### config.mk
export PLATFORM = sky130hd
export DESIGN_NAME = dircc_node_rx_slot_writer_flat
export DESIGN_NICKNAME = d
export VERILOG_FILES = /design/src/rtl/dircc_node_rx_slot_writer_if.sv /design/src/rtl/dircc_node_rx_slot_writer.sv /design/src/flat_wrapper.sv
export SDC_FILE = /design/constraint.sdc
export NUM_CORES = 1
export LEC_CHECK = 0
export CAP_MARGIN = 10
export CORE_ASPECT_RATIO = 1.1
export CORE_MARGIN = 2
export CORE_UTILIZATION = 40
export CTS_CLUSTER_DIAMETER = 60
export DETAILED_ROUTE_END_ITERATION = 16
export PLACE_DENSITY = 0.63
export RECOVER_POWER = 50
export SLEW_MARGIN = 20
export SYNTH_ARGS = -nofsm -noshare
export SYNTH_HDL_FRONTEND = slang
export SYNTH_SLANG_ARGS = --single-unit
### constraint.sdc
create_clock -name clk -period 6 [get_ports clk]
set_clock_uncertainty 0.15 [all_clocks]
set_input_delay 1.5 -clock clk [delete_from_list [all_inputs] [get_ports clk]]
set_output_delay 1.5 -clock clk [all_outputs]
set_load 0.01 [all_outputs]
### src/rtl/dircc_node_rx_slot_writer_if.sv
`default_nettype none
// ============================================================================
// Module  : dircc_node_rx_slot_writer_if
// Purpose : Stream, processing-memory and CSR signals of the RX slot writer.
// Revision: 1.0
// ============================================================================
interface dircc_node_rx_slot_writer_if;
    logic [15:0] in_data;
    logic        in_valid;
    logic        in_ready;
    logic        in_startofpacket;
    logic        in_endofpacket;

    logic [13:0] mem_address;
    logic [15:0] mem_writedata;
    logic [1:0]  mem_byteenable;
    logic        mem_chipselect;
    logic        mem_write;
    logic        mem_clken;

    logic [1:0]  csr_address;
    logic        csr_read;
    logic        csr_write;
    logic [31:0] csr_writedata;
    logic [31:0] csr_readdata;
    logic        irq;

    // Slot-writer side: stream sink, memory writer, CSR target.
    modport slave (
        input  in_data, in_valid, in_startofpacket, in_endofpacket,
        output in_ready,
        output mem_address, mem_writedata, mem_byteenable, mem_chipselect, mem_write, mem_clken,
        input  csr_address, csr_read, csr_write, csr_writedata,
        output csr_readdata, irq
    );

    modport master (
        output in_data, in_valid, in_startofpacket, in_endofpacket,
        input  in_ready,
        input  mem_address, mem_writedata, mem_byteenable, mem_chipselect, mem_write, mem_clken,
        output csr_address, csr_read, csr_write, csr_writedata,
        input  csr_readdata, irq
    );
endinterface
`default_nettype wire

### src/rtl/dircc_node_rx_slot_writer.sv
`default_nettype none
// ============================================================================
// Module  : dircc_node_rx_slot_writer
// Purpose : Writes Avalon-ST packets into a ring of length-prefixed memory
//           slots; optional interrupt enabled by macro DIRCC_RX_IRQ_EN.
// Revision: 1.0
// ============================================================================
module dircc_node_rx_slot_writer #(
    parameter int BASE_ADDR  = 12000,
    parameter int SLOT_WORDS = 64,
    parameter int NUM_SLOTS  = 32
) (
    input  logic                         clk,
    input  logic                         reset_n,
    dircc_node_rx_slot_writer_if.slave   bus
);

    localparam int HW     = $clog2(NUM_SLOTS);
    localparam int CW     = HW + 1;
    localparam int SW_LOG = $clog2(SLOT_WORDS);
    localparam int PW     = SW_LOG + 1;

    typedef enum logic [1:0] {
        S_IDLE = 2'd0,
        S_RECV = 2'd1,
        S_HDR  = 2'd2,
        S_DROP = 2'd3
    } state_t;

    state_t          state_q, state_d;
    logic [HW-1:0]   head_q, head_d;
    logic [HW-1:0]   tail_q, tail_d;
    logic [CW-1:0]   count_q, count_d;
    logic [PW-1:0]   wptr_q, wptr_d;
    logic            overflow_q, overflow_d;
    logic            malformed_q, malformed_d;
    logic [15:0]     drop_cnt_q, drop_cnt_d;
    logic            mem_write_q, mem_write_d;
    logic [13:0]     mem_addr_q, mem_addr_d;
    logic [15:0]     mem_wdata_q, mem_wdata_d;
    logic [31:0]     rdata_q, rdata_d;

    logic [13:0]     w_slot_base;
    logic            w_full;
    logic            w_in_ready;
    logic            w_accept;
    logic            w_commit;
    logic            w_release;
    logic            w_set_ovf;
    logic            w_set_mal;
    logic            w_wr_status;
    logic            w_wr_drops;
    logic            w_irq_en;
    logic [31:0]     w_status;
    logic            w_unused;

    assign w_slot_base = 14'(BASE_ADDR) + (14'(head_q) << SW_LOG);
    assign w_full      = (count_q == CW'(NUM_SLOTS));
    assign w_accept    = bus.in_valid & w_in_ready;
    assign w_release   = bus.csr_write && (bus.csr_address == 2'd2) && (count_q != '0);
    assign w_wr_status = bus.csr_write && (bus.csr_address == 2'd0);
    assign w_wr_drops  = bus.csr_write && (bus.csr_address == 2'd3);
    assign w_unused    = ^{bus.csr_writedata[31:17], bus.csr_writedata[16], bus.csr_writedata[7:0]};

    always_comb begin
        state_d     = state_q;
        wptr_d      = wptr_q;
        mem_write_d = 1'b0;
        mem_addr_d  = mem_addr_q;
        mem_wdata_d = mem_wdata_q;
        w_in_ready  = 1'b0;
        w_commit    = 1'b0;
        w_set_ovf   = 1'b0;
        w_set_mal   = 1'b0;
        case (state_q)
            S_IDLE: begin
                // Full only blocks new packets; the slot is reserved at SOP.
                w_in_ready = !w_full;
                if (w_accept && bus.in_startofpacket) begin
                    mem_write_d = 1'b1;
                    mem_addr_d  = w_slot_base + 14'd1;
                    mem_wdata_d = bus.in_data;
                    wptr_d      = PW'(2);
                    state_d     = bus.in_endofpacket ? S_HDR : S_RECV;
                end
            end
            S_RECV: begin
                w_in_ready = 1'b1;
                if (w_accept) begin
                    if (bus.in_startofpacket) begin
                        w_set_mal   = 1'b1;
                        mem_write_d = 1'b1;
                        mem_addr_d  = w_slot_base + 14'd1;
                        mem_wdata_d = bus.in_data;
                        wptr_d      = PW'(2);
                        state_d     = bus.in_endofpacket ? S_HDR : S_RECV;
                    end else if (wptr_q == PW'(SLOT_WORDS)) begin
                        // An overlength beat that is also EOP has nothing left to discard.
                        w_set_ovf = 1'b1;
                        state_d   = bus.in_endofpacket ? S_IDLE : S_DROP;
                    end else begin
                        mem_write_d = 1'b1;
                        mem_addr_d  = w_slot_base + 14'(wptr_q);
                        mem_wdata_d = bus.in_data;
                        wptr_d      = wptr_q + PW'(1);
                        if (bus.in_endofpacket) begin
                            state_d = S_HDR;
                        end
                    end
                end
            end
            S_HDR: begin
                mem_write_d = 1'b1;
                mem_addr_d  = w_slot_base;
                mem_wdata_d = 16'(wptr_q - PW'(1));
                w_commit    = 1'b1;
                state_d     = S_IDLE;
            end
            S_DROP: begin
                w_in_ready = 1'b1;
                if (w_accept && bus.in_endofpacket) begin
                    state_d = S_IDLE;
                end
            end
            default: state_d = S_IDLE;
        endcase
    end

    always_comb begin
        head_d = w_commit  ? head_q + HW'(1) : head_q;
        tail_d = w_release ? tail_q + HW'(1) : tail_q;
        case ({w_commit, w_release})
            2'b10:   count_d = count_q + CW'(1);
            2'b01:   count_d = count_q - CW'(1);
            default: count_d = count_q;
        endcase

        overflow_d  = w_set_ovf | (overflow_q  & ~(w_wr_status & bus.csr_writedata[8]));
        malformed_d = w_set_mal | (malformed_q & ~(w_wr_status & bus.csr_writedata[9]));

        if (w_wr_drops) begin
            drop_cnt_d = 16'd0;
        end else if (w_set_ovf && (drop_cnt_q != 16'hFFFF)) begin
            drop_cnt_d = drop_cnt_q + 16'd1;
        end else begin
            drop_cnt_d = drop_cnt_q;
        end

        w_status       = 32'd0;
        w_status[6:0]  = 7'(count_q);
        w_status[8]    = overflow_q;
        w_status[9]    = malformed_q;

        rdata_d = rdata_q;
        if (bus.csr_read) begin
            case (bus.csr_address)
                2'd0:    rdata_d = w_status;
                2'd1:    rdata_d = 32'(head_q);
                2'd2:    rdata_d = 32'(tail_q);
                default: rdata_d = {15'd0, w_irq_en, drop_cnt_q};
            endcase
        end
    end

    always_ff @(posedge clk or negedge reset_n) begin
        if (!reset_n) begin
            state_q     <= S_IDLE;
            head_q      <= '0;
            tail_q      <= '0;
            count_q     <= '0;
            wptr_q      <= '0;
            overflow_q  <= 1'b0;
            malformed_q <= 1'b0;
            drop_cnt_q  <= 16'd0;
            mem_write_q <= 1'b0;
            mem_addr_q  <= 14'd0;
            mem_wdata_q <= 16'd0;
            rdata_q     <= 32'd0;
        end else begin
            state_q     <= state_d;
            head_q      <= head_d;
            tail_q      <= tail_d;
            count_q     <= count_d;
            wptr_q      <= wptr_d;
            overflow_q  <= overflow_d;
            malformed_q <= malformed_d;
            drop_cnt_q  <= drop_cnt_d;
            mem_write_q <= mem_write_d;
            mem_addr_q  <= mem_addr_d;
            mem_wdata_q <= mem_wdata_d;
            rdata_q     <= rdata_d;
        end
    end

`ifdef DIRCC_RX_IRQ_EN
    logic irq_en_q, irq_en_d;
    logic irq_q, irq_d;

    assign irq_en_d = w_wr_drops ? bus.csr_writedata[16] : irq_en_q;
    assign irq_d    = (count_q != '0) & irq_en_q;
    assign w_irq_en = irq_en_q;

    always_ff @(posedge clk or negedge reset_n) begin
        if (!reset_n) begin
            irq_en_q <= 1'b0;
            irq_q    <= 1'b0;
        end else begin
            irq_en_q <= irq_en_d;
            irq_q    <= irq_d;
        end
    end

    assign bus.irq = irq_q;
`else
    assign w_irq_en = 1'b0;
    assign bus.irq  = 1'b0;
`endif

    assign bus.in_ready       = w_in_ready;
    assign bus.mem_write      = mem_write_q;
    assign bus.mem_chipselect = mem_write_q;
    assign bus.mem_address    = mem_addr_q;
    assign bus.mem_writedata  = mem_wdata_q;
    assign bus.mem_byteenable = 2'b11;
    assign bus.mem_clken      = 1'b1;
    assign bus.csr_readdata   = rdata_q;

endmodule
`default_nettype wire
### src/flat_wrapper.sv
// flat-port wrapper written by rule: the top's interface ports become plain ports
module dircc_node_rx_slot_writer_flat 
#(
    parameter int BASE_ADDR  = 12000,
    parameter int SLOT_WORDS = 64,
    parameter int NUM_SLOTS  = 32
)
  (clk, reset_n, bus_in_data, bus_in_valid, bus_in_startofpacket, bus_in_endofpacket, bus_in_ready, bus_mem_address, bus_mem_writedata, bus_mem_byteenable, bus_mem_chipselect, bus_mem_write, bus_mem_clken, bus_csr_address, bus_csr_read, bus_csr_write, bus_csr_writedata, bus_csr_readdata, bus_irq);
  dircc_node_rx_slot_writer_if bus_i ();
  input  logic clk;
  input  logic reset_n;
  input wire logic [$bits(bus_i.in_data)-1:0] bus_in_data;
  input wire logic [$bits(bus_i.in_valid)-1:0] bus_in_valid;
  input wire logic [$bits(bus_i.in_startofpacket)-1:0] bus_in_startofpacket;
  input wire logic [$bits(bus_i.in_endofpacket)-1:0] bus_in_endofpacket;
  output wire logic [$bits(bus_i.in_ready)-1:0] bus_in_ready;
  output wire logic [$bits(bus_i.mem_address)-1:0] bus_mem_address;
  output wire logic [$bits(bus_i.mem_writedata)-1:0] bus_mem_writedata;
  output wire logic [$bits(bus_i.mem_byteenable)-1:0] bus_mem_byteenable;
  output wire logic [$bits(bus_i.mem_chipselect)-1:0] bus_mem_chipselect;
  output wire logic [$bits(bus_i.mem_write)-1:0] bus_mem_write;
  output wire logic [$bits(bus_i.mem_clken)-1:0] bus_mem_clken;
  input wire logic [$bits(bus_i.csr_address)-1:0] bus_csr_address;
  input wire logic [$bits(bus_i.csr_read)-1:0] bus_csr_read;
  input wire logic [$bits(bus_i.csr_write)-1:0] bus_csr_write;
  input wire logic [$bits(bus_i.csr_writedata)-1:0] bus_csr_writedata;
  output wire logic [$bits(bus_i.csr_readdata)-1:0] bus_csr_readdata;
  output wire logic [$bits(bus_i.irq)-1:0] bus_irq;
  assign bus_i.in_data = bus_in_data;
  assign bus_i.in_valid = bus_in_valid;
  assign bus_i.in_startofpacket = bus_in_startofpacket;
  assign bus_i.in_endofpacket = bus_in_endofpacket;
  assign bus_in_ready = bus_i.in_ready;
  assign bus_mem_address = bus_i.mem_address;
  assign bus_mem_writedata = bus_i.mem_writedata;
  assign bus_mem_byteenable = bus_i.mem_byteenable;
  assign bus_mem_chipselect = bus_i.mem_chipselect;
  assign bus_mem_write = bus_i.mem_write;
  assign bus_mem_clken = bus_i.mem_clken;
  assign bus_i.csr_address = bus_csr_address;
  assign bus_i.csr_read = bus_csr_read;
  assign bus_i.csr_write = bus_csr_write;
  assign bus_i.csr_writedata = bus_csr_writedata;
  assign bus_csr_readdata = bus_i.csr_readdata;
  assign bus_irq = bus_i.irq;
  dircc_node_rx_slot_writer #(.BASE_ADDR(BASE_ADDR), .SLOT_WORDS(SLOT_WORDS), .NUM_SLOTS(NUM_SLOTS)) u_core (.clk(clk), .reset_n(reset_n), .bus(bus_i));
endmodule
==> results of run 1 <==
final timing paths:
check	depth (start not counted)	endpoint	startpoint	slack, ns
min	2	u_core.bus.mem_address[7]$_DFFE_PN0P_	u_core.bus.mem_address[7]$_DFFE_PN0P_	0.32
max reg2reg	10	u_core.count_q[5]$_DFFE_PN0P_	u_core.state_q[0]$_DFFE_PN0P_	2.65
max	10	u_core.count_q[5]$_DFFE_PN0P_	bus_csr_address[1]	1.54
min reg2reg	2	u_core.bus.mem_address[7]$_DFFE_PN0P_	u_core.bus.mem_address[7]$_DFFE_PN0P_	0.32
min in group asynchronous	1	u_core.bus.mem_writedata[10]$_DFFE_PN0P_	reset_n	1.59
max in group asynchronous	2	u_core.bus.csr_readdata[15]$_DFFE_PN0P_	reset_n	1.95
cell usage after synthesis (9+ instances only):
master     n
buf_4     21
xnor2_1   16
clkbuf_1  23
o21ai_0   45
nand3_1   11
nor3_1     9
inv_1     29
dfrtp_1   90
ha_1      18
xor2_1    11
nand2_1   74
nor2_1    27
a21oi_1   43
power groups by stage:
stage,clock (W),combinational (W),sequential (W)
floorplan,0,0.000731,0.000944
global placement,0,0.00114,0.000940
detailed placement,0,0.00117,0.000951
CTS,0.000618,0.00118,0.000941
global route,0.000647,0.00129,0.000965
finish,0.000603,0.00115,0.000938
flip-flops by register name (all words and copies together), names as in the netlist:
register,cells
u_core.bus.csr_readdata,16
u_core.bus.mem_writedata,16
u_core.drop_cnt_q,16
u_core.bus.mem_address,14
u_core.wptr_q,7
u_core.count_q,6
u_core.head_q,5
u_core.tail_q,5
u_core.state_q,2
u_core.bus.mem_chipselect,1
u_core.malformed_q,1
u_core.overflow_q,1
routing by layer:
layer | wire length, µm | vias to the layer above
met3 | 595 | 16
met5 | 0 | -
li1 | - | 2022
met1 | 5360 | 1981
met2 | 5400 | 124
met4 | 258 | 0
logic make-up (layout without fill, tap and decap cells):
group,count (synthesis),after routing,share of synthesized area
compound gates,140,140,0.165
xor+xnor,27,27,0.0461
fa+ha+maj,20,20,0.0517
buf+inv,79,122,0.0764
flops,90,90,0.439
mux,18,18,0.0490
other cells,2,20,0.00146
simple gates,178,178,0.171
through the flow:
step | total power, W | setup slack, ns | cell area [µm²]
2_1_floorplan | 0.00167 | 2.06 | 5200
3_3_place_gp | 0.00208 | 1.30 | 5900
3_5_place_dp | 0.00212 | 1.18 | 5900
4_1_cts | 0.00274 | 1.50 | 6210
5_1_grt | 0.00290 | 1.24 | 6200
6_report | 0.00269 | 1.54 | 6200
area by class of cell:
class | instances | area [µm²] | area share
Clock buffer | 11 | 243 | 0.0391
Clock inverter | 3 | 65.1 | 0.0105
Inverter | 30 | 113 | 0.0181
Multi-Input combinational cell | 403 | 2570 | 0.414
Sequential cell | 90 | 2250 | 0.363
Tap cell | 157 | 196 | 0.0317
Timing Repair Buffer | 78 | 764 | 0.123
worst max-delay path: stages:
cell and delay [ns]:
clkdlybuf4s50_1 0.68, nand2_1 0.11, a211oi_1 0.72, ha_1 0.39
ha_1 0.27, a21oi_1 0.18, o21ai_0 0.21, nand4_1 0.15
o211ai_1 0.13, xor2_1 0.17
==> impl_metrics.tcl, run 1 <==
set metrics [dict create \
    clock.fmax_mhz 224 \
    outcome "complete, but fails checks" \
    synth-edff-count 0 \
    relSlewSlack -0.374 \
    worst_ep_arrival_time_ns 4.53 \
    grt_pass1_wl_um 19700 \
    power_density_nw_per_um2 434 \
    yosysTopAreaCellShare 0.439 \
    async_flop_share 1.00 \
    holdBufCountCts 0 \
    grt_usage 0.178 \
    hold_viol 0 \
    peakVddDrop_mv 0.202 \
    cts_resized 0 \
    initial_utilization 0.407 \
    post_cts_buffers 0 \
    insertedDiodeCount 0 \
    portBuffers 75 \
    insertion_delay_ns 0.35 \
    grt_max_degree 61 \
    grt_pass1_vias 4004 \
    synth_warnings 0 \
    fin_cells 772 \
    swShare 0.376 \
    wl_um 11600 \
    p_switching_w 0.00101 \
    yosysSeqAreaShare 0.439 \
    worst_pin_slew_ns 2.06 \
    vias_per_cell 5.37 \
    avgRoutedWirePerCell_um 15.0 \
    rsz0062_at_grt "no" \
    tritoncts "done" \
    fin_util 0.493 \
    postRouteAntennaNets 0 \
    antenna_found_initial 0 \
    met3_usage 0.0277 \
    grt.overflow.total 0 \
    h-tree-depth 3 \
    critPathLaunchType "input pin" \
    synth_seq_cells 90 \
    cts_buffer_depth 2 \
    syn_area_per_cell_um2 9.26 \
    synth_cells 554 \
    numCtsBuffers 9 \
    synthTopCellsByArea "dfrtp_1, nand2_1, ha_1" \
    die_h_um 123 \
    final_common_cell "dfrtp_1" \
    row_count 43 \
    synthFlopType "dfrtp_1" \
    crit_type "input pin to flop" \
    setup_violations 0 \
    cts_root_buf "clkbuf_16" \
    cp_max_fo 10 \
    core_area_um2 12600 \
    yosys.area.top_type "dfrtp_1" \
    clock-sinks 90 \
    crit_required_ns 6.07 \
    mostFrequentLayoutCells "dfrtp_1, nand2_1, clkdlybuf4s50_1" \
    violations "capacitance limit, slew limit" \
    first_pass_iters 4 \
    drc 0 \
    vias 4143 \
    period_share 0.743 \
    grtUsageMet1 0.236 \
    drive_above_1_share 0.0618 \
    clkTransAtPathRegs_ns 0.06 \
    synthToLayoutAreaGrowth_pct 21.0 \
    tns_ns 0 \
    min_period_ns 4.46 \
    ys_types 58 \
    place_inst 758 \
    gr-max-usage-layer "met2" \
    nets 689 \
    end_kind "flop" \
    groute.layer.met2.usage 0.292 \
    hpwl_um 8310 \
    fp.dieW_um 112 \
    die_area_um2 13700 \
    clkPwrFrac 0.224 \
    gp_congestion 0.884 \
    seq_power_share 0.348 \
    power_frac_comb 0.428 \
    fin_hold_ws_ns 0.324 \
    fill_cells 1224 \
    ios 126 \
    syn_area_um2 5130 \
    drtIter0Drc 268 \
    drv_slew 40 \
    p_int_w 0.00168 \
    hp-class "flop to flop" \
    p_leak_nw 2.63 \
    cap_violations 1 \
]
Power figures use the tool's default switching activity.
==> run 2: changes to the inputs <==
PLACE_DENSITY = 0.66   (was 0.63)
clock period = 4 ns   (was 6 ns; I/O delays follow)
==> run 2 against run 1 <==
The run still ends with capacitance limit, slew limit left. Setup slack worse by 0.97 ns. Final cell count is 1.4% higher. First-iteration DRC count is 4.1% lower. Worst hold slack better by 0.0023 ns.
==> impl_metrics.tcl, run 2 (same netlist as run 1, synthesis figures left out) <==
set metrics [dict create \
    tritoncts "done" \
    drive_above_1_share 0.0735 \
    h-tree-depth 3 \
    placed_area_um2 5970 \
    rr_startpoint "u_core.state_q[0]$_DFFE_PN0P_" \
    grt.overflow.total 0 \
    cap_violations 1 \
    met3WireLength_um 674 \
    clkPwrFrac 0.215 \
    swShare 0.379 \
    vias_per_cell 5.40 \
    top_layer "met4" \
    crit_top_cell "inv_1" \
    power_frac_comb 0.437 \
    avgRoutedWirePerCell_um 15.3 \
    final_common_cell "dfrtp_1" \
    period_share 0.858 \
    gp_congestion 0.891 \
    cts_resized 0 \
    ios 126 \
    worst_ep_arrival_time_ns 3.54 \
    fp.dieW_um 112 \
    crit_type "input pin to flop" \
    outcome "complete, but fails checks" \
    row_count 43 \
    wl_um 11900 \
    cp_max_fo 6 \
    insertedDiodeCount 0 \
    peakVddDrop_mv 0.483 \
    initial_utilization 0.407 \
    mostFrequentLayoutCells "dfrtp_1, nand2_1, clkdlybuf4s50_1" \
    grt_pass1_wl_um 19900 \
    grt_pass1_vias 4104 \
    r2r_end "u_core.count_q[4]$_DFFE_PN0P_" \
    p_leak_nw 2.64 \
    p_int_w 0.00252 \
    r2r_setup_slack_ns 1.08 \
    hp-start "u_core.bus.mem_writedata[15]$_DFFE_PN0P_" \
    hold_depth 2 \
    synthToLayoutAreaGrowth_pct 22.0 \
    design_area_um2 6260 \
    postRouteAntennaNets 0 \
    reg2reg_depth 12 \
    path_cells "dlygate4sd3_1 -> nand2_1 -> a211oi_1 -> ha_1 -> inv_1 -> fa_1 -> inv_1 -> a21o_1 -> a21oi_1 -> xor2_1 -> o21ai_0" \
    seq_power_share 0.348 \
    violations "capacitance limit, slew limit" \
    min_period_ns 3.43 \
    end_kind "flop" \
    die_h_um 123 \
    drv_slew 68 \
    first_pass_iters 5 \
    wl_met2_um 5670 \
    insertion_delay_ns 0.35 \
    slowest_stage "dlygate4sd3_1" \
    power_density_nw_per_um2 648 \
    vias 4232 \
    nets 698 \
    grt_usage 0.180 \
    m1WireLength_um 5380 \
    clock-sinks 90 \
    post_cts_buffers 0 \
    die_area_um2 13700 \
    critPathLaunchType "input pin" \
    clock.fmax_mhz 291 \
    hold_viol 0 \
    max_stage_delay_ns 0.61 \
    grt_max_degree 68 \
    drc 0 \
    hp-class "flop to flop" \
    holdBufCountCts 0 \
    p_switching_w 0.00154 \
    setup_violations 0 \
    clkTransAtPathRegs_ns 0.06 \
    numCtsBuffers 9 \
    rsz0062_at_grt "no" \
    antenna_found_initial 0 \
    worst_pin_slew_ns 1.67 \
    cts_buffer_depth 2 \
    cts_root_buf "clkbuf_16" \
    min_to "u_core.bus.mem_writedata[15]$_DFFE_PN0P_" \
    core_area_um2 12600 \
    relSlewSlack -0.110 \
    portBuffers 75 \
    crit_required_ns 4.11 \
    fill_cells 1214 \
    hpwl_um 8600 \
    drtIter0Drc 257 \
    tns_ns 0 \
]
==> run 2: cell count changes in the layout (fill, tap and decap cells not counted) <==
cell,before,now
clkdlybuf4s50_1,56,68
clkbuf_1,2,5
clkinvlp_4,0,2
bufinv_16,2,1
clkbuf_8,1,2
a2111oi_0,1,2
dlygate4sd3_1,18,6
buf_4,2,8
a2111oi_1,1,0
==> run 2: final cells by class <==
type	count	area (µm²)	share of cell area
Clock inverter	4	50.0	0.00800
Sequential cell	90	2250	0.360
Multi-Input combinational cell	403	2570	0.411
Inverter	30	113	0.0180
Clock buffer	12	256	0.0410
Tap cell	157	196	0.0314
Timing Repair Buffer	87	821	0.131
==> run 2: through the flow <==
step / hold slack (ns) / instances / util / total power, W / worst slack, ns
after floorplan: 0.287 / 572 / - / 0.00251 / 0.558
after global placement: 0.305 / 767 / 0.474 / 0.00314 / 0.434
after detailed placement: 0.319 / 767 / 0.474 / 0.00321 / 0.344
after CTS: 0.335 / 783 / 0.499 / 0.00410 / 0.688
after global routing: 0.347 / 783 / 0.497 / 0.00435 / 0.443
final: 0.327 / 783 / 0.497 / 0.00405 / 0.569
==> run 2: routing by layer <==
metal | vias up | track usage
li1 | 2044 | -
met1 | 2037 | 0.226
met2 | 131 | 0.302
met3 | 20 | 0.0479
met4 | 0 | 0.0633
met5 | - | 0
==> run 2: how the worst max path moves through the flow <==
stage | from | to | slack [ns] | depth (start not counted)
final | bus_csr_write | u_core.count_q[4]$_DFFE_PN0P_ | 0.57 | 11
after global routing | bus_csr_write | u_core.count_q[5]$_DFFE_PN0P_ | 0.44 | 10
after CTS | bus_csr_write | u_core.count_q[4]$_DFFE_PN0P_ | 0.69 | 11
after detailed placement | bus_csr_write | u_core.count_q[5]$_DFFE_PN0P_ | 0.34 | 10
after global placement | bus_csr_write | u_core.count_q[4]$_DFFE_PN0P_ | 0.43 | 11
after floorplan | bus_csr_address[1] | u_core.count_q[5]$_DFFE_PN0P_ | 0.56 | 10
==> run 2: power groups by stage <==
stage	sequential (W)	combinational, W	clock [W]
after detailed placement	0.00143	0.00178	0
final	0.00141	0.00177	0.000873
after global placement	0.00141	0.00173	0
after floorplan	0.00142	0.00110	0
after CTS	0.00141	0.00179	0.000894
after global routing	0.00145	0.00197	0.000926
==> run 2: critical path: cells and delay by family <==
family                     cells  cell delay (ns)
buffers and inverters          3             0.83
adders and majority gates      2             0.75
xor gates and xnor gates       1             0.14
and+or+nand+nor                1             0.08
AOI/OAI and AO/OA              4             0.72
==> run 3: changes to the inputs <==
CELL_PAD_IN_SITES_DETAIL_PLACEMENT = 0   (was unset)
CELL_PAD_IN_SITES_GLOBAL_PLACEMENT = 1   (was unset)
CORE_MARGIN = unset   (was 2)
CORE_UTILIZATION = 34   (was 40)
PLACE_DENSITY = 0.73   (was 0.66)
==> run 3 against run 2 <==
The run now ends clean. Sequential power hardly changed. Utilization fell by 6.0 points. Global-route usage decreased by 1.3 points. Critical path depth unchanged. Total power up 2.9%. Critical endpoint unchanged.
==> impl_metrics.tcl, run 3 (same netlist as run 1, synthesis figures left out) <==
set metrics [dict create \
    insertion_delay_ns 0.35 \
    hpwl_um 8960 \
    place_inst 804 \
    final_common_cell "dfrtp_1" \
    critPathLaunchType "input pin" \
    relSlewSlack 0.121 \
    holdBufCountCts 0 \
    fp.dieW_um 119 \
    synthToLayoutAreaGrowth_pct 24.0 \
    postRouteAntennaNets 0 \
    portBuffers 75 \
    vias 4144 \
    first_pass_iters 5 \
    path_cells "dlygate4sd3_1 -> nand2_1 -> a211oi_1 -> ha_1 -> inv_1 -> fa_1 -> inv_1 -> a21o_1 -> a21oi_1 -> xor2_1 -> o21ai_0" \
    nets 700 \
    grt_usage 0.166 \
    gp_congestion 0.795 \
    fin_cells 820 \
    drv_slew 0 \
    vias_per_cell 5.05 \
    end_kind "flop" \
    peakVddDrop_mv 0.270 \
    antenna_found_initial 0 \
    outcome "complete, no violations" \
    cts_resized 0 \
    mostFrequentLayoutCells "dfrtp_1, nand2_1, clkdlybuf4s50_1" \
    reg2reg_depth 12 \
    drtIter0Drc 203 \
    r2r_setup_slack_ns 1.12 \
    drive_above_1_share 0.0780 \
    worst_ep_arrival_time_ns 3.51 \
    h-tree-depth 3 \
    die_h_um 131 \
    clock-sinks 90 \
    power_density_nw_per_um2 656 \
    post_cts_buffers 0 \
    rsz0062_at_grt "no" \
    clkTransAtPathRegs_ns 0.06 \
    grt_pass1_wl_um 20400 \
    avgRoutedWirePerCell_um 14.8 \
    tns_ns 0 \
    slowest_stage "dlygate4sd3_1" \
    die_area_um2 15600 \
    core_area_um2 14600 \
    cap_violations 0 \
    fin_util 0.437 \
    hold_viol 0 \
    period_share 0.848 \
    tritoncts "done" \
    grt_max_degree 61 \
    register_area_um2 2250 \
    clock.fmax_mhz 295 \
    initial_utilization 0.352 \
    worst_slack_ns 0.607 \
    drc 0 \
    fill_cells 1427 \
    multi_input_area_um2 2570 \
    hp-class "flop to flop" \
    hp-start "u_core.overflow_q$_DFF_PN0_" \
    startpoint "bus_csr_write" \
    row_count 46 \
    crit_required_ns 4.12 \
    grt_pass1_vias 4098 \
    numCtsBuffers 9 \
    setup_violations 0 \
    min_period_ns 3.39 \
    wl_um 12200 \
    cp_max_fo 6 \
    worst_pin_slew_ns 1.32 \
    crit_top_cell "inv_1" \
    ios 126 \
    p_leak_nw 2.67 \
    cts_buffer_depth 2 \
    insertedDiodeCount 0 \
    rr_startpoint "u_core.state_q[0]$_DFFE_PN0P_" \
    cts_root_buf "clkbuf_16" \
    place_ws_ns 0.322 \
    r2r_end "u_core.count_q[4]$_DFFE_PN0P_" \
    grt.overflow.total 0 \
    crit_type "input pin to flop" \
    max_stage_delay_ns 0.62 \
    cp-endpoint "u_core.count_q[4]$_DFFE_PN0P_" \
]
[run 3: cell count changes in the layout (fill, tap and decap cells not counted)]
cell,change
bufinv_16,+2
inv_6,+1
buf_4,+2
clkbuf_8,-1
clkbuf_1,-1
clkinvlp_4,-1
[run 3: through the flow]
step                hold WS [ns]  cell area [µm²]  power (W)
global placement           0.304             6030    0.00317
global route               0.350             6360    0.00449
finish                     0.322             6360    0.00417
detailed placement         0.313             6030    0.00322
CTS                        0.327             6380    0.00423
floorplan                  0.287             5200    0.00251
[run 3: power breakdown]
group          switching (W)  internal, W  leakage, nW
clock               0.000361     0.000629        0.169
sequential          0.000241      0.00117         1.17
combinational       0.000936     0.000830         1.33
total                0.00154      0.00263         2.67
[run 3: worst min path at each step]
stage | endpoint | cells after the start
floorplan | u_core.overflow_q$_DFF_PN0_ | 2
global route | u_core.bus.mem_writedata[5]$_DFFE_PN0P_ | 1
global placement | u_core.overflow_q$_DFF_PN0_ | 2
detailed placement | u_core.overflow_q$_DFF_PN0_ | 2
finish | u_core.overflow_q$_DFF_PN0_ | 2
CTS | u_core.overflow_q$_DFF_PN0_ | 2
[run 3: layer usage]
metal | up-vias | wire [µm] | GRT usage | part of all wire
li1 | 2053 | - | - | -
met1 | 1959 | 5720 | 0.219 | 0.47
met2 | 117 | 5750 | 0.277 | 0.47
met3 | 15 | 510 | 0.0252 | 0.042
met4 | 0 | 183 | 0.0655 | 0.015
met5 | - | 0 | 0 | 0
[run 3: area by class of cell]
type	count	share of cell area
Multi-Input combinational cell	403	0.404
Sequential cell	90	0.354
Timing Repair Buffer	89	0.131
Tap cell	192	0.0378
Clock buffer	10	0.0376
Inverter	30	0.0177
Clock inverter	6	0.0175
[run 3: critical path: cells and delay by family]
family                     cells  cell delay, ns
AOI/OAI and AO/OA              4            0.68
xor gates and xnor gates       1            0.15
adders and majority gates      2            0.75
buffers and inverters          3            0.85
and+or+nand+nor                1            0.08
==> patch 1, RTL diff (config.mk and constraints of run 2) <==
`NUM_SLOTS` is set to 32 in 2 places; all go to 16.
--- a/src/rtl/dircc_node_rx_slot_writer.sv
+++ b/src/rtl/dircc_node_rx_slot_writer.sv
@@ -8,7 +8,7 @@
 module dircc_node_rx_slot_writer #(
     parameter int BASE_ADDR  = 12000,
     parameter int SLOT_WORDS = 64,
-    parameter int NUM_SLOTS  = 32
+    parameter int NUM_SLOTS  = 16
 ) (
     input  logic                         clk,
     input  logic                         reset_n,
--- a/src/flat_wrapper.sv
+++ b/src/flat_wrapper.sv
@@ -3,7 +3,7 @@
 #(
     parameter int BASE_ADDR  = 12000,
     parameter int SLOT_WORDS = 64,
-    parameter int NUM_SLOTS  = 32
+    parameter int NUM_SLOTS  = 16
 )
   (clk, reset_n, bus_in_data, bus_in_valid, bus_in_startofpacket, bus_in_endofpacket, bus_in_ready, bus_mem_address, bus_mem_writedata, bus_mem_byteenable, bus_mem_chipselect, bus_mem_write, bus_mem_clken, bus_csr_address, bus_csr_read, bus_csr_write, bus_csr_writedata, bus_csr_readdata, bus_irq);
   dircc_node_rx_slot_writer_if bus_i ();
Formal check against the unedited RTL: no difference found for any inputs over 4 cycles, from zero or initial values and one cycle with reset_n low; that may be too few to reach the edited logic, so the function may still have changed.
==> patch 1 against run 2 <==
- the flow still finishes with violations (max-capacitance violations, max-slew violations)
- clock power increased by 4.9%
- setup slack improved by 0.047 ns
- wire length down 7.9%
- sequential cell count down 3
- area after synthesis down 4.0%
- die area down 3.8%
- critical path depth down 6
- utilization about the same
- global-route usage fell by 0.40 points
- count of clock-buffer cells in the layout decreased by 3
- total power down 2.6%
- cell area is 4.4% lower
- register-to-register slack got worse by 0.39 ns
- largest power group unchanged
==> patch 1: results (changes against run 2) <==
Met2 Routed Length -> 5.308 mm (-6.4%)
Post-DP HPWL -> 7.885 mm (-8.3%)
DRT Wirelength -> 11.00 mm (-7.9%)
Final GP Congestion -> 0.8358 (-6.2%)
CP Max Fanout -> 16 (+10)
Layout cells sized above 1 -> 6.745% (-0.60 points)
Met3 WL -> 715 µm (+6.1%)
Flop2flop setup slack -> 0.69 ns (-0.39 ns)
Largest cells by area after synthesis -> dfrtp_1 44%, nand2_1 5.1%, ha_1 4.1%, xnor2_1 3.9%, buf_4 3.7%
Post-Place Worst Slack -> 0.5747 ns (+0.2307 ns)
Number of DRC markers in iteration 0 -> 197 (-23%)
Max-slew headroom -> -43.45% (-32 points)
Max cap viols -> 1 (unchanged)
Count of cell types in the netlist -> 59 (+1.7%)
P_leak -> 2.604 nW (-1.2%)
Slowest CP cell -> clkbuf_1
Nets -> 663 (-5.0%)
Commonest cells in the netlist -> 87 x dfrtp_1, 67 x nand2_1, 36 x nor2_1, 35 x o21ai_0, 31 x a21oi_1
Total Routing Usage GR -> 17.57% (-0.40 points)
Worst r2r path cells -> 12 (unchanged)
Fmax -> 295.5 MHz (+1.4%)
Final slew viol count -> 43 (-37%)
Root buf cell -> clkbuf_16
Failing checks -> max-capacitance violations, max-slew violations
Switching share of power -> 36.85% (-1.1 points)
Crit path from -> u_core.state_q[0]
Peak supply drop -> 0.0003250 V (-33%)
Final Non-Filler Cells -> 747 (-4.6%)
Placed cell count -> 731 (-4.7%)
Worst EP arrival -> 2.23 ns (-1.31 ns)
Vias in the first global route -> 3752 (-8.6%)
Worst path max stage delay -> 0.58 ns (-0.03 ns)
Sequential cell area fraction in the yosys report -> 44.20% (+0.28 points)
M1 wire length -> 4.856 mm (-9.7%)
First-pass GRT wire length -> 18.54 mm (-7.0%)
Avg Vias per Cell -> 5.270 (-2.5%)
Status -> finished, violations left
Hold crit path type -> reg2reg
Worst setup endpoint -> bus_in_ready
Mean Syn Cell Area -> 9.365 µm² (+1.2%)
Largest net degree at the start of global routing -> 43 (-37%)
-- patch 1: final cells by class --
class	count	area (µm²)
Clock inverter	7	102.6
Multi-Input combinational cell	382	2394
Timing Repair Buffer	86	810.8
Fill cell	1143	6050
Clock buffer	9	225.2
Sequential cell	87	2177
Inverter	22	82.58
Tap cell	154	192.7
-- patch 1: logic make-up (layout without fill, tap and decap cells) --
| logic type | after synthesis | after routing | synth area share [%] |
|---|---|---|---|
| adder cells (fa/ha/maj) | 19 | 19 | 5.080 |
| flip-flops | 87 | 87 | 44.20 |
| AND/OR/NAND/NOR | 172 | 172 | 16.97 |
| AO/OA/AOI/OAI | 129 | 129 | 16.03 |
| XOR/XNOR | 26 | 26 | 4.623 |
| other | 2 | 20 | 0.1525 |
| multiplexers | 16 | 16 | 4.420 |
| buffers and inverters | 75 | 124 | 8.534 |
-- patch 1: per-layer routing --
metal / GRT usage [%] / up-vias
li1: - / 1914
met1: 23.45 / 1880
met2: 28.34 / 130
met3: 4.636 / 13
met4: 4.272 / 0
met5: 0 / -
-- patch 1: metrics by stage --
stage / hold WS, ns / util (%) / total power, mW / area (µm²)
global placement: 0.3033 / 47.19 / 3.023 / 5679
finish: 0.3189 / 49.73 / 3.948 / 5984
CTS: 0.3225 / 49.92 / 4.011 / 6007
detailed placement: 0.3095 / 47.19 / 3.069 / 5679
floorplan: 0.2876 / - / 2.504 / 4994
global route: 0.3500 / 49.73 / 4.256 / 5984
-- patch 1: worst max-delay path: cells and delay by family (launching register included) --
kind | cells | cell delay [ns]
buf+inv | 3 | 1.22
flops | 1 | 0.40
fa+ha+maj | 1 | 0.15
compound gates | 1 | 0.13
-- patch 1: worst min path at each step --
stage	start	to	slack (ns)	cells after the start
after floorplan	u_core.overflow_q	u_core.overflow_q	0.29	2
after global placement	u_core.overflow_q	u_core.overflow_q	0.30	2
after detailed placement	u_core.tail_q[3]	u_core.tail_q[3]	0.31	1
after CTS	u_core.tail_q[3]	u_core.tail_q[3]	0.32	1
after global routing	u_core.bus.mem_writedata[6]	u_core.bus.mem_writedata[6]	0.35	1
final	u_core.tail_q[3]	u_core.tail_q[3]	0.32	1
-- patch 1: power by group through the flow --
stage	Sequential, mW	Clock [mW]	Combinational, mW
2_1_floorplan	1.36	0	1.14
3_3_place_gp	1.35	0	1.68
3_5_place_dp	1.35	0	1.72
4_1_cts	1.35	0.943	1.72
5_1_grt	1.38	0.985	1.89
6_report	1.34	0.916	1.69
==> patch 2, RTL diff (flow settings as in run 2) <==
Made on the original files. Re-encode `state_t` (4 states) as one-hot, 4 bits wide.
--- a/src/rtl/dircc_node_rx_slot_writer.sv
+++ b/src/rtl/dircc_node_rx_slot_writer.sv
@@ -20,11 +20,11 @@
     localparam int SW_LOG = $clog2(SLOT_WORDS);
     localparam int PW     = SW_LOG + 1;
 
-    typedef enum logic [1:0] {
-        S_IDLE = 2'd0,
-        S_RECV = 2'd1,
-        S_HDR  = 2'd2,
-        S_DROP = 2'd3
+    typedef enum logic [3:0] {
+        S_IDLE = 4'b0001,
+        S_RECV = 4'b0010,
+        S_HDR  = 4'b0100,
+        S_DROP = 4'b1000
     } state_t;
 
     state_t          state_q, state_d;
Formal check against the unedited RTL: same outputs for any inputs over 4 cycles, from zero or initial values and one cycle with reset_n low; so few cycles prove little.
==> patch 2 against run 2 <==
- the flow still finishes with violations (max-capacitance violations, max-slew violations)
- register-to-register slack lost 0.57 ns
- wire length down 0.20%
- area after synthesis grew 5.2%
- worst hold slack worse by 0.011 ns
- synthesized cell count increased by 0.90%
- utilization is 1.7 points lower
- total power shrank 12%
- setup slack worse by 0.076 ns
- cell area increased by 1.4%
- count of clock-buffer cells in the layout did not move
- clock power decreased by 2%
- sequential cell count increased by 2
==> patch 2: results (changes against run 2) <==
Status -> finished, violations left
Failing checks -> max-capacitance violations, max-slew violations
RR Startpoint -> u_core.count_q[0]
DR vias -> 4137 (-2.2%)
Commonest cells in the netlist -> 91 x dfrtp_1, 69 x nand2_1, 44 x a21oi_1, 42 x nor2_1, 25 x xnor2_1
Root buf cell -> clkbuf_16
Largest cells by area after synthesis -> dfrtp_1 42%, nand2_1 4.8%, a21oi_1 4.1%, xnor2_1 4.1%, buf_4 3.2%
Count of cell types in the netlist -> 77 (+33%)
Layout cells sized above 1 -> 10.14% (+2.8 points)
Initial antenna violation count -> 1 (+1)
Post-DP HPWL -> 8.631 mm (+0.41%)
Drt pass-1 iters -> 4 (-1)
Sequential cell area fraction in the yosys report -> 42.70% (-1.2 points)
Worst Hold Path Cells -> 1 (-1)
CP Max Fanout -> 9 (+3)
Number of DRC markers in iteration 0 -> 182 (-29%)
Nets -> 690 (-1.1%)
Hold endpoint -> u_core.bus.mem_address[13]
Peak supply drop -> 0.0002246 V (-53%)
First-pass GRT wire length -> 19.97 mm (+0.17%)
Avg WL per Cell -> 15.25 µm (about the same)
Total Routing Usage GR -> 17.32% (-0.65 points)
Worst r2r path cells -> 9 (-3)
Flop2flop setup slack -> 0.51 ns (-0.57 ns)
Synth top area share -> 42.22% (-1.7 points)
P_leak -> 2.636 nW (about the same)
CTS Buf Count -> 9 (unchanged)
Max cap viols -> 1 (unchanged)
Final slew viol count -> 43 (-37%)
patch 2: per-layer routing:
layer	wire [µm]	track usage, %	vias to the layer above
li1	-	-	2040
met1	5332	22.42	2005
met2	5875	28.82	82
met3	554	3.898	10
met4	162	5.528	0
met5	0	0	-
patch 2: through the flow:
step / util, % / hold WS, ns / setup WS [ns] / cell area [µm²] / instances
finish: 48.01 / 0.3153 / 0.4928 / 6344 / 782
global route: 48.01 / 0.3340 / 0.2040 / 6344 / 782
CTS: 48.28 / 0.3230 / 0.4647 / 6379 / 782
detailed placement: 46.07 / 0.3072 / 0.3413 / 6087 / 768
global placement: 46.07 / 0.3060 / 0.4075 / 6087 / 768
floorplan: - / 0.2904 / 0.9138 / 5461 / 577
patch 2: layout make-up:
type | instances | area (µm²)
repair buffers | 86 | 810.8
clock inverters | 2 | 35.03
flip-flops and latches | 92 | 2303
clock buffers | 12 | 256.5
inverters | 22 | 82.58
fillers | 1235 | 6869
multi-input cells | 407 | 2654
well taps | 161 | 201.4
patch 2: kinds of logic (layout without fill, tap and decap cells):
kind of cell               Yosys count  count (layout)  synth area share, %
AOI/OAI and AO/OA                  126             126                15.66
xor gates and xnor gates            33              33                5.358
adders and majority gates           15              15                3.758
buffers and inverters               78             122                9.232
DFF                                 92              92                42.70
muxes                               14              14                3.920
other                                2              20               0.1392
and+or+nand+nor                    199             199                19.23
patch 2: power breakdown:
part | switching (mW) | internal, mW | total [mW]
Sequential | 0.234 | 1.15 | 1.39
Combinational | 0.635 | 0.688 | 1.32
Clock | 0.346 | 0.511 | 0.856
patch 2: how the worst max path moves through the flow:
stage	start	endpoint	slack, ns	cells past startpoint
2_1_floorplan	u_core.count_q[0]	u_core.count_q[5]	0.91	9
3_3_place_gp	bus_csr_write	u_core.count_q[5]	0.41	10
3_5_place_dp	bus_csr_write	u_core.count_q[5]	0.34	8
4_1_cts	u_core.count_q[0]	bus_in_ready	0.46	6
5_1_grt	bus_csr_write	u_core.count_q[5]	0.20	9
6_report	bus_csr_write	u_core.count_q[5]	0.49	9
